**config.mk**
```make
export PLATFORM = sky130hd
export DESIGN_NAME = stopwatch_counter_n
export DESIGN_NICKNAME = d
export VERILOG_FILES = /design/src/rtl/stopwatch_pkg.sv /design/src/rtl/bcd_digit_step.sv /design/src/rtl/stopwatch_counter_n.sv
export SDC_FILE = /design/constraint.sdc
export NUM_CORES = 1
export LEC_CHECK = 0
export ABC_CLOCK_PERIOD_IN_PS = 6100
export CORE_UTILIZATION = 53
export DETAILED_ROUTE_END_ITERATION = 6
export PLACE_DENSITY_LB_ADDON = 0.08
export SETUP_SLACK_MARGIN = 0.4
export SYNTH_ARGS = -nofsm -noshare
export SYNTH_HDL_FRONTEND = slang
export SYNTH_HIERARCHICAL = 1
export SYNTH_SLANG_ARGS = --single-unit
```
**constraint.sdc**
```tcl
create_clock -name clk -period 6.1 [get_ports clk]
set_input_delay 0.915 -clock clk [delete_from_list [all_inputs] [get_ports clk]]
set_output_delay 0.915 -clock clk [all_outputs]
set_load 0.02 [all_outputs]
```
**src/rtl/stopwatch_pkg.sv**
```systemverilog
`default_nettype none
// +--------------------------------------------------------------------+
// | stopwatch_pkg                                                      |
// | Shared constants, direction enum and per-digit modulus helper.     |
// | Rev 1.0                                                            |
// +--------------------------------------------------------------------+
package stopwatch_pkg;

  localparam int BCD_W   = 4;
  localparam int MOD_DEC = 10;
  localparam int MOD_SEX = 6;

  typedef enum logic {
    DIR_UP   = 1'b0,
    DIR_DOWN = 1'b1
  } dir_e;

  // Digits 1 and 3 are the tens of seconds and tens of minutes in mm:ss.
  function automatic int dig_mod(input int i, input int mm_ss);
    return ((mm_ss != 0) && ((i == 1) || (i == 3))) ? MOD_SEX : MOD_DEC;
  endfunction

endpackage
`default_nettype wire

```
**src/rtl/bcd_digit_step.sv**
```systemverilog
`default_nettype none
// +--------------------------------------------------------------------+
// | bcd_digit_step                                                     |
// | Combinational single BCD digit up/down step with carry/borrow.     |
// | Rev 1.0                                                            |
// +--------------------------------------------------------------------+
module bcd_digit_step
  import stopwatch_pkg::*;
#(
  parameter int L = 10
) (
  input  logic [BCD_W-1:0] a,
  input  logic             step,
  input  dir_e             dir,
  output logic [BCD_W-1:0] next,
  output logic             carry
);

  localparam logic [BCD_W-1:0] C_MAX = BCD_W'(L - 1);

  always_comb begin
    next  = a;
    carry = 1'b0;
    if (step) begin
      if (dir == DIR_UP) begin
        if (a == C_MAX) begin
          next  = '0;
          carry = 1'b1;
        end else begin
          next = a + 1'b1;
        end
      end else begin
        if (a == '0) begin
          next  = C_MAX;
          carry = 1'b1;
        end else begin
          next = a - 1'b1;
        end
      end
    end
  end

endmodule
`default_nettype wire

```
**src/rtl/stopwatch_counter_n.sv**
```systemverilog
`default_nettype none
// +--------------------------------------------------------------------+
// | stopwatch_counter_n                                                |
// | N-digit BCD up/down time counter with prescaler, preset load,      |
// | wrap/saturate and optional lap capture (STOPWATCH_COUNTER_LAP_EN). |
// | Rev 1.0                                                            |
// +--------------------------------------------------------------------+
module stopwatch_counter_n
  import stopwatch_pkg::*;
#(
  parameter int CLK_FREQ = 100000000,
  parameter int TICK_HZ  = 1,
  parameter int NDIG     = 4,
  parameter int MM_SS    = 1,
  parameter int SAT      = 0
) (
  input  logic                  clk,
  input  logic                  init_regs,
  input  logic                  count_enabled,
  input  logic                  dir,
  input  logic                  load,
  input  logic [4*NDIG-1:0]     load_val,
  input  logic                  lap,
  output logic [4*NDIG-1:0]     time_reading,
  output logic [4*NDIG-1:0]     lap_reading,
  output logic                  lap_valid,
  output logic                  at_limit,
  output logic                  tick_out
);

  localparam int DIV   = CLK_FREQ / TICK_HZ;
  localparam int CNT_W = (DIV > 1) ? $clog2(DIV) : 1;
  localparam int W     = BCD_W * NDIG;
  localparam logic [CNT_W-1:0] C_CNT_LAST = CNT_W'(DIV - 1);

  logic [CNT_W-1:0] r_cnt;
  logic [W-1:0]     r_time;
  logic [W-1:0]     w_next;
  logic [W-1:0]     w_load;
  logic [NDIG:0]    w_step;
  logic [NDIG-1:0]  w_is_max;
  logic [NDIG-1:0]  w_is_zero;
  logic             w_tick;
  logic             w_hold;
  logic             w_unused_carry;
  dir_e             w_dir;

  assign w_dir          = dir_e'(dir);
  assign w_tick         = (r_cnt == C_CNT_LAST) & count_enabled & ~init_regs;
  assign w_step[0]      = w_tick;
  assign w_unused_carry = w_step[NDIG];

  generate
    for (genvar i = 0; i < NDIG; i++) begin : g_digit
      localparam int MOD = dig_mod(i, MM_SS);
      localparam logic [BCD_W-1:0] C_MAX = BCD_W'(MOD - 1);

      logic [BCD_W-1:0] w_cur;
      logic [BCD_W-1:0] w_ld;

      assign w_cur = r_time[i*BCD_W +: BCD_W];
      assign w_ld  = load_val[i*BCD_W +: BCD_W];

      bcd_digit_step #(
        .L (MOD)
      ) u_step (
        .a     (w_cur),
        .step  (w_step[i]),
        .dir   (w_dir),
        .next  (w_next[i*BCD_W +: BCD_W]),
        .carry (w_step[i+1])
      );

      // Out-of-range preset digits clamp to the digit's maximum.
      assign w_load[i*BCD_W +: BCD_W] = (w_ld > C_MAX) ? C_MAX : w_ld;
      assign w_is_max[i]  = (w_cur == C_MAX);
      assign w_is_zero[i] = (w_cur == '0);
    end
  endgenerate

  assign at_limit = (w_dir == DIR_DOWN) ? (&w_is_zero) : (&w_is_max);
  assign w_hold   = (SAT != 0) && at_limit;
  assign tick_out = w_tick;

  always_ff @(posedge clk) begin
    if (init_regs) begin
      r_cnt <= '0;
    end else if (load || w_tick) begin
      r_cnt <= '0;
    end else if (count_enabled) begin
      r_cnt <= r_cnt + 1'b1;
    end
  end

  always_ff @(posedge clk) begin
    if (init_regs) begin
      r_time <= '0;
    end else if (load) begin
      r_time <= w_load;
    end else if (w_tick && !w_hold) begin
      r_time <= w_next;
    end
  end

  assign time_reading = r_time;

`ifdef STOPWATCH_COUNTER_LAP_EN
  logic [W-1:0] r_lap;
  logic         r_lap_valid;

  always_ff @(posedge clk) begin
    if (init_regs) begin
      r_lap       <= '0;
      r_lap_valid <= 1'b0;
    end else if (lap) begin
      r_lap       <= r_time;
      r_lap_valid <= 1'b1;
    end
  end

  assign lap_reading = r_lap;
  assign lap_valid   = r_lap_valid;
`else
  logic w_unused_lap;
  assign w_unused_lap = lap;
  assign lap_reading  = '0;
  assign lap_valid    = 1'b0;
`endif

endmodule
`default_nettype wire

```
# ---- Yosys cells after proc, flatten, opt, wreduce, memory -nomap -nowiden
# Index checks and enable logic that the tools add are counted.
# W data, S select, Z words.
dict set report word_totals {
  ff_bits 43
  inputBits 22
  output_inout_bits 35
  wordCells 75
}
dict set report op_classes {
  addsub 9
  order_cmp 4
  eq_ne 5
  mux 34
  bitwise 3
  n_reduce_logical 15
}
# op n
set ops {}
lappend ops {{$mux W4} 19}
lappend ops {{$mux W16} 2}
lappend ops {{$add A27 B1 Y27 const B} 1}
lappend ops {{$eq A27 B27 Y1 const B} 1}
lappend ops {{$add A4 B1 Y4 const B} 4}
lappend ops {{$logic_not A4 Y1} 4}
lappend ops {{$sub A4 B1 Y4 const B} 4}
lappend ops {{$mux W1} 13}
lappend ops {{$eq A4 B3 Y1 const B} 2}
lappend ops {{$eq A4 B4 Y1 const B} 2}
lappend ops {{$gt A4 B3 Y1 const B} 2}
lappend ops {{$gt A4 B4 Y1 const B} 2}
lappend ops {{$reduce_and A4 Y1} 2}
lappend ops {{$reduce_bool A2 Y1} 4}
lappend ops {{$reduce_and A2 Y1} 3}
lappend ops {{$and A1 B1 Y1} 2}
lappend ops {{$reduce_or A2 Y1} 1}
lappend ops {{$logic_or A1 B1 Y1} 1}
lappend ops {{$not A1 Y1} 1}

# ---- Depth between registers and ports, before layout
dict set report logic_depth {
  ltp_word 9
  depth_mapped 15
  mapped_depth_nobuf 15
}

# ---- Hierarchy
# Netlist, hierarchy kept.
# mod n_inst cells_each area_per_inst_um2 seq_area_each_um2
set modules_own_cells {}
lappend modules_own_cells {stopwatch_counter_n 1 276 2318.5 860.8}
lappend modules_own_cells {{bcd_digit_step (g_digit[1].u_step ...)} 2 28 183.9 0.0}
lappend modules_own_cells {{bcd_digit_step (g_digit[0].u_step ...)} 2 24 182.7 0.0}

# ---- Worst setup path after synthesis
# OpenSTA, ideal clock, no wires.
dict set report synth_path {
  kind {input port to flip-flop}
  startpoint {input init_regs}
  endpoint {register r_time[14], in the netlist time_reading[14]}
  setup_ps 121
  arrival_time_ps 4762
  required_time_ps 5979
  setup_slack_ps 1217
  stages 14
  path_buffers 0
  cell_sequence {or3_2 > nor4_4 > and3_2 > nand2b_1 > nor3_1 > inv_1 > nor4_1 > nand2b_1 > nor3_1 > inv_1 > o41ai_1 > o22ai_1 > nor3_1 > nor4_1}
}
dict set report synth_via {
  elab_chain_len 7
  elab_cells_between_ends 8
  cone_classes {mux: 3; bitwise: 2; reduce/logical: 3}
}
# item line
set synth_rtl {}
lappend synth_rtl {{start, declared} stopwatch_counter_n.sv:18} ;# input logic init_regs,
lappend synth_rtl {{$not A1 Y1} stopwatch_counter_n.sv:49} ;# assign w_tick = (r_cnt == C_CNT_LAST) & count_enabled & ~init_regs;
lappend synth_rtl {{$and A1 B1 Y1} stopwatch_counter_n.sv:49}
lappend synth_rtl {{via tick_out} stopwatch_counter_n.sv:28} ;# output logic tick_out
lappend synth_rtl {{$mux W1} bcd_digit_step.sv:24} ;# if (step) begin
lappend synth_rtl {{via w_step[1]} stopwatch_counter_n.sv:40} ;# logic [NDIG:0] w_step;
lappend synth_rtl {{$mux W1} bcd_digit_step.sv:24}
lappend synth_rtl {{via w_step[2]} stopwatch_counter_n.sv:40}
lappend synth_rtl {{$mux W1} bcd_digit_step.sv:24}
lappend synth_rtl {{via w_step[3]} stopwatch_counter_n.sv:40}
lappend synth_rtl {{$reduce_bool A2 Y1 (no source line)} -}
lappend synth_rtl {{$reduce_and A2 Y1 (no source line)} -}
lappend synth_rtl {{end signal, assigned} stopwatch_counter_n.sv:99} ;# r_time <= w_load;
lappend synth_rtl {{end signal, assigned} stopwatch_counter_n.sv:101} ;# r_time <= w_next;
lappend synth_rtl {{end, declared} stopwatch_counter_n.sv:37} ;# logic [W-1:0] r_time;
# The timed path passes the listed nets, and every way through them passes these cells.
# A chain may end at the register's enable or synchronous reset.

# ---- Worst setup path after layout
dict set report layout_path {
  startpoint {input init_regs}
  endpoint {register r_time[14], in the netlist time_reading[14]}
}
dict set report layout_via {
  elab_chain_len 7
  elab_cells_between_ends 8
  cone_classes {mux: 3; bitwise: 2; reduce/logical: 3}
}
# item line
set layout_rtl {}
lappend layout_rtl {{$not A1 Y1} stopwatch_counter_n.sv:49}
lappend layout_rtl {{$and A1 B1 Y1} stopwatch_counter_n.sv:49}
lappend layout_rtl {{$mux W1} bcd_digit_step.sv:24}
lappend layout_rtl {{via w_step[1]} stopwatch_counter_n.sv:40}
lappend layout_rtl {{$mux W1} bcd_digit_step.sv:24}
lappend layout_rtl {{via w_step[2]} stopwatch_counter_n.sv:40}
lappend layout_rtl {{$mux W1} bcd_digit_step.sv:24}
lappend layout_rtl {{via w_step[3]} stopwatch_counter_n.sv:40}
lappend layout_rtl {{$reduce_bool A2 Y1 (no source line)} -}
lappend layout_rtl {{$reduce_and A2 Y1 (no source line)} -}
# The timed path passes the listed nets, and every way through them passes these cells.

==> qor.log <==
qor: outcome.status complete, no violations
qor: sta.hold_slack 511 ps
qor: sta.rsz0062_at_grt no
qor: sta.worst_pin_slew 1100 ps
qor: hold_path.hold_critical_path_endpoint r_cnt[16]
qor: finish.final_util 62.0%
qor: cts.cts-resized-gates 0
qor: sta.timing.max_slew.rel_slack 26.0%
qor: hold_path.hold_path.class flop to flop
qor: floorplanning.die_y 77.6 um
qor: floorplanning.dieArea 6030 um2
qor: logic_synthesis.syn-mean-instance-area 8.04 um2
qor: drt.num_vias 2,772
qor: drt.routed_wirelength_normalized_by_instance_count 13.4 um
qor: cts.path_clk_slew 80 ps
qor: global_routing.maximum_number_of_pins_on_one_net_before_global_route_repair 43
qor: cts.cts_num_sinks 43
qor: setup_path.worst_ep_arrival_time 5130 ps
qor: finish.final_nets 430
qor: drt.detailedRoute.firstPassIterationCount 4
qor: drt.vias_per_cell 5.78
qor: setup_path.worst_r2r_startpoint r_cnt[10]
qor: floorplanning.area_of_the_core_region 5510 um2
qor: setup_path.crit_fanout 17
qor: cts.ctsLongestPathBuffers 2
qor: cts.cts_root_buf sky130_fd_sc_hd__clkbuf_8
qor: sta.max_clock_freq 202 MHz
qor: floorplanning.initial_utilization 55.1%
qor: drt.postRouteWirelength 6.44 mm
qor: setup_path.worst-r2r-cell-count 16
qor: finish.fraction_of_layout_cells_with_a_size_suffix_above_1 8.09%
qor: drt.antenna_violating_nets_left 0
qor: placed_design.port_buffers 38
qor: finish.n_antenna_cell 0
qor: placed_design.hpwl 4.51 mm
qor: global_routing.grt_first_pass_wirelength 11.1 mm
qor: power.power.density 178 nW/um2
qor: sta.setup_total_negative_slack 0 ps
qor: placed_design.place.gp.congestion 0.813
qor: global_routing.track_usage 22.6%
qor: finish.flow.area_growth_from_synthesis 12.6%
qor: sta.timing.clock.skew 9.03 ps
qor: drt.starting_drt_drc_count 117
qor: floorplanning.die-width 77.6 um
qor: cts.postCtsHoldBufs 0
qor: global_routing.grt_overflow_total 0
qor: sta.final_hold_violating_endpoints 0
qor: setup_path.cp-start-kind primary input
qor: floorplanning.placementRows 27
qor: sta.final.period_utilization 81.1%
qor: logic_synthesis.post_synth_instance_area 3030 um2
qor: floorplanning.ioPinCount 57
qor: sta.setup_viol 0
qor: global_routing.vias_in_the_first_global_route 2,534
qor: run.cap_violations 0
qor: hold_path.worst_hold_path.num_cells 1
qor: sta.report.final.slew_viol_count 0
qor: drt.drc_violations_left 0
qor: power.leakage 0.00122 uW
qor: cts.deepest_level_of_the_cts_h_tree 2
qor: setup_path.setup.worst_path.class primary input to flop
qor: cts.clock_insertion_delay_worst_skew 290 ps
qor: setup_path.worst_setup_path_end_kind flop
qor: logic_synthesis.synthCells 377
qor: cts.cts_buffer_count 5
qor: setup_path.r2r-end time_reading[14]
qor: power.power.ir.vdd_worst 0.155 mV
qor: setup_path.r2r_slack 1810 ps
qor: setup_path.crit_path_start init_regs
qor: cts.tritoncts built
qor: cts.cts_setup_buffers 0
qor: power.p_total 606 uW
qor: setup_path.worst_path_required_time 6280 ps
qor: global_routing.initial_antenna_violation_count 0
qor: sta.min_period 4950 ps
qor: hold_path.hold_start r_cnt[16]
qor: logic_synthesis.ys.warnings.count 6
-- placed cells by master, fill, tap and decap left out, types with 4 or more instances in the layout --
master	instances
sky130_fd_sc_hd__dfxtp_1	43
sky130_fd_sc_hd__nor2_1	40
sky130_fd_sc_hd__clkdlybuf4s50_1	38
sky130_fd_sc_hd__nor3_1	28
sky130_fd_sc_hd__xor2_1	22
sky130_fd_sc_hd__nand2_1	21
sky130_fd_sc_hd__a21oi_1	18
sky130_fd_sc_hd__conb_1	17
sky130_fd_sc_hd__o21ai_0	16
sky130_fd_sc_hd__nor4_1	15
sky130_fd_sc_hd__nand4_1	13
sky130_fd_sc_hd__inv_1	13
sky130_fd_sc_hd__nand3_1	10
sky130_fd_sc_hd__and3b_1	7
sky130_fd_sc_hd__clkbuf_8	7
sky130_fd_sc_hd__and3_1	6
sky130_fd_sc_hd__a21boi_0	6
sky130_fd_sc_hd__xnor2_1	6
sky130_fd_sc_hd__nand2b_1	5
sky130_fd_sc_hd__buf_4	5
sky130_fd_sc_hd__o2bb2ai_1	4
-- final cells by class --
type / count / area, um2
fill: 524 / 2090
multi-input combinational: 301 / 1900
sequential: 43 / 861
timing repair buffer: 43 / 418
clock buffer: 8 / 100
tap: 72 / 90.1
inverter: 13 / 48.8
-- flip-flops by register name (all words and copies together) (netlist names) --
register      count
r_cnt            27
time_reading     16
-- worst max-delay path: stages --
cell and delay, ps:
sky130_fd_sc_hd__clkdlybuf4s50_1 410, sky130_fd_sc_hd__buf_4 210, sky130_fd_sc_hd__or3_2 450, sky130_fd_sc_hd__nor4_4 220
sky130_fd_sc_hd__and3_2 350, sky130_fd_sc_hd__nand2b_1 100, sky130_fd_sc_hd__nor3_1 180, sky130_fd_sc_hd__buf_4 170
sky130_fd_sc_hd__inv_1 80, sky130_fd_sc_hd__nor4_1 270, sky130_fd_sc_hd__buf_4 190, sky130_fd_sc_hd__nand2b_1 80
sky130_fd_sc_hd__nor3_1 560, sky130_fd_sc_hd__inv_1 150, sky130_fd_sc_hd__o41ai_1 400, sky130_fd_sc_hd__o22ai_1 120
sky130_fd_sc_hd__nor3_1 190, sky130_fd_sc_hd__nor4_1 70
-- per-stage QoR --
step	cell area, um2	cells	worst slack [ps]
after CTS	3410	480	1150
after global placement	3310	472	913
final	3410	480	1150
after floorplan	3090	393	1250
after global routing	3410	480	817
after detailed placement	3310	472	842
-- where the power goes --
| part | switching [uW] | total, uW | internal [uW] |
|---|---|---|---|
| sequential | 19.3 | 307 | 287 |
| clock | 96.3 | 200 | 103 |
| combinational | 51.7 | 99.9 | 48.2 |
| total | 167 | 606 | 439 |
-- how the worst max path moves through the flow --
| stage | end | slack (ps) | cells after the start |
|---|---|---|---|
| final | time_reading[14] | 1150 | 18 |
| after global routing | time_reading[14] | 820 | 18 |
| after CTS | time_reading[14] | 1150 | 18 |
| after detailed placement | time_reading[14] | 840 | 18 |
| after global placement | time_reading[14] | 910 | 18 |
| after floorplan | time_reading[14] | 1250 | 14 |
-- layer usage --
layer | global-route usage [%] | share of wire (%) | vias to the layer above
met5 | 0 | 0 | -
met2 | 41.3 | 51 | 54
met3 | 4.47 | 3.6 | 6
met1 | 26.4 | 45 | 1313
met4 | 6.23 | 0.85 | 0
li1 | - | - | 1399
Power figures use the tool's default switching activity.
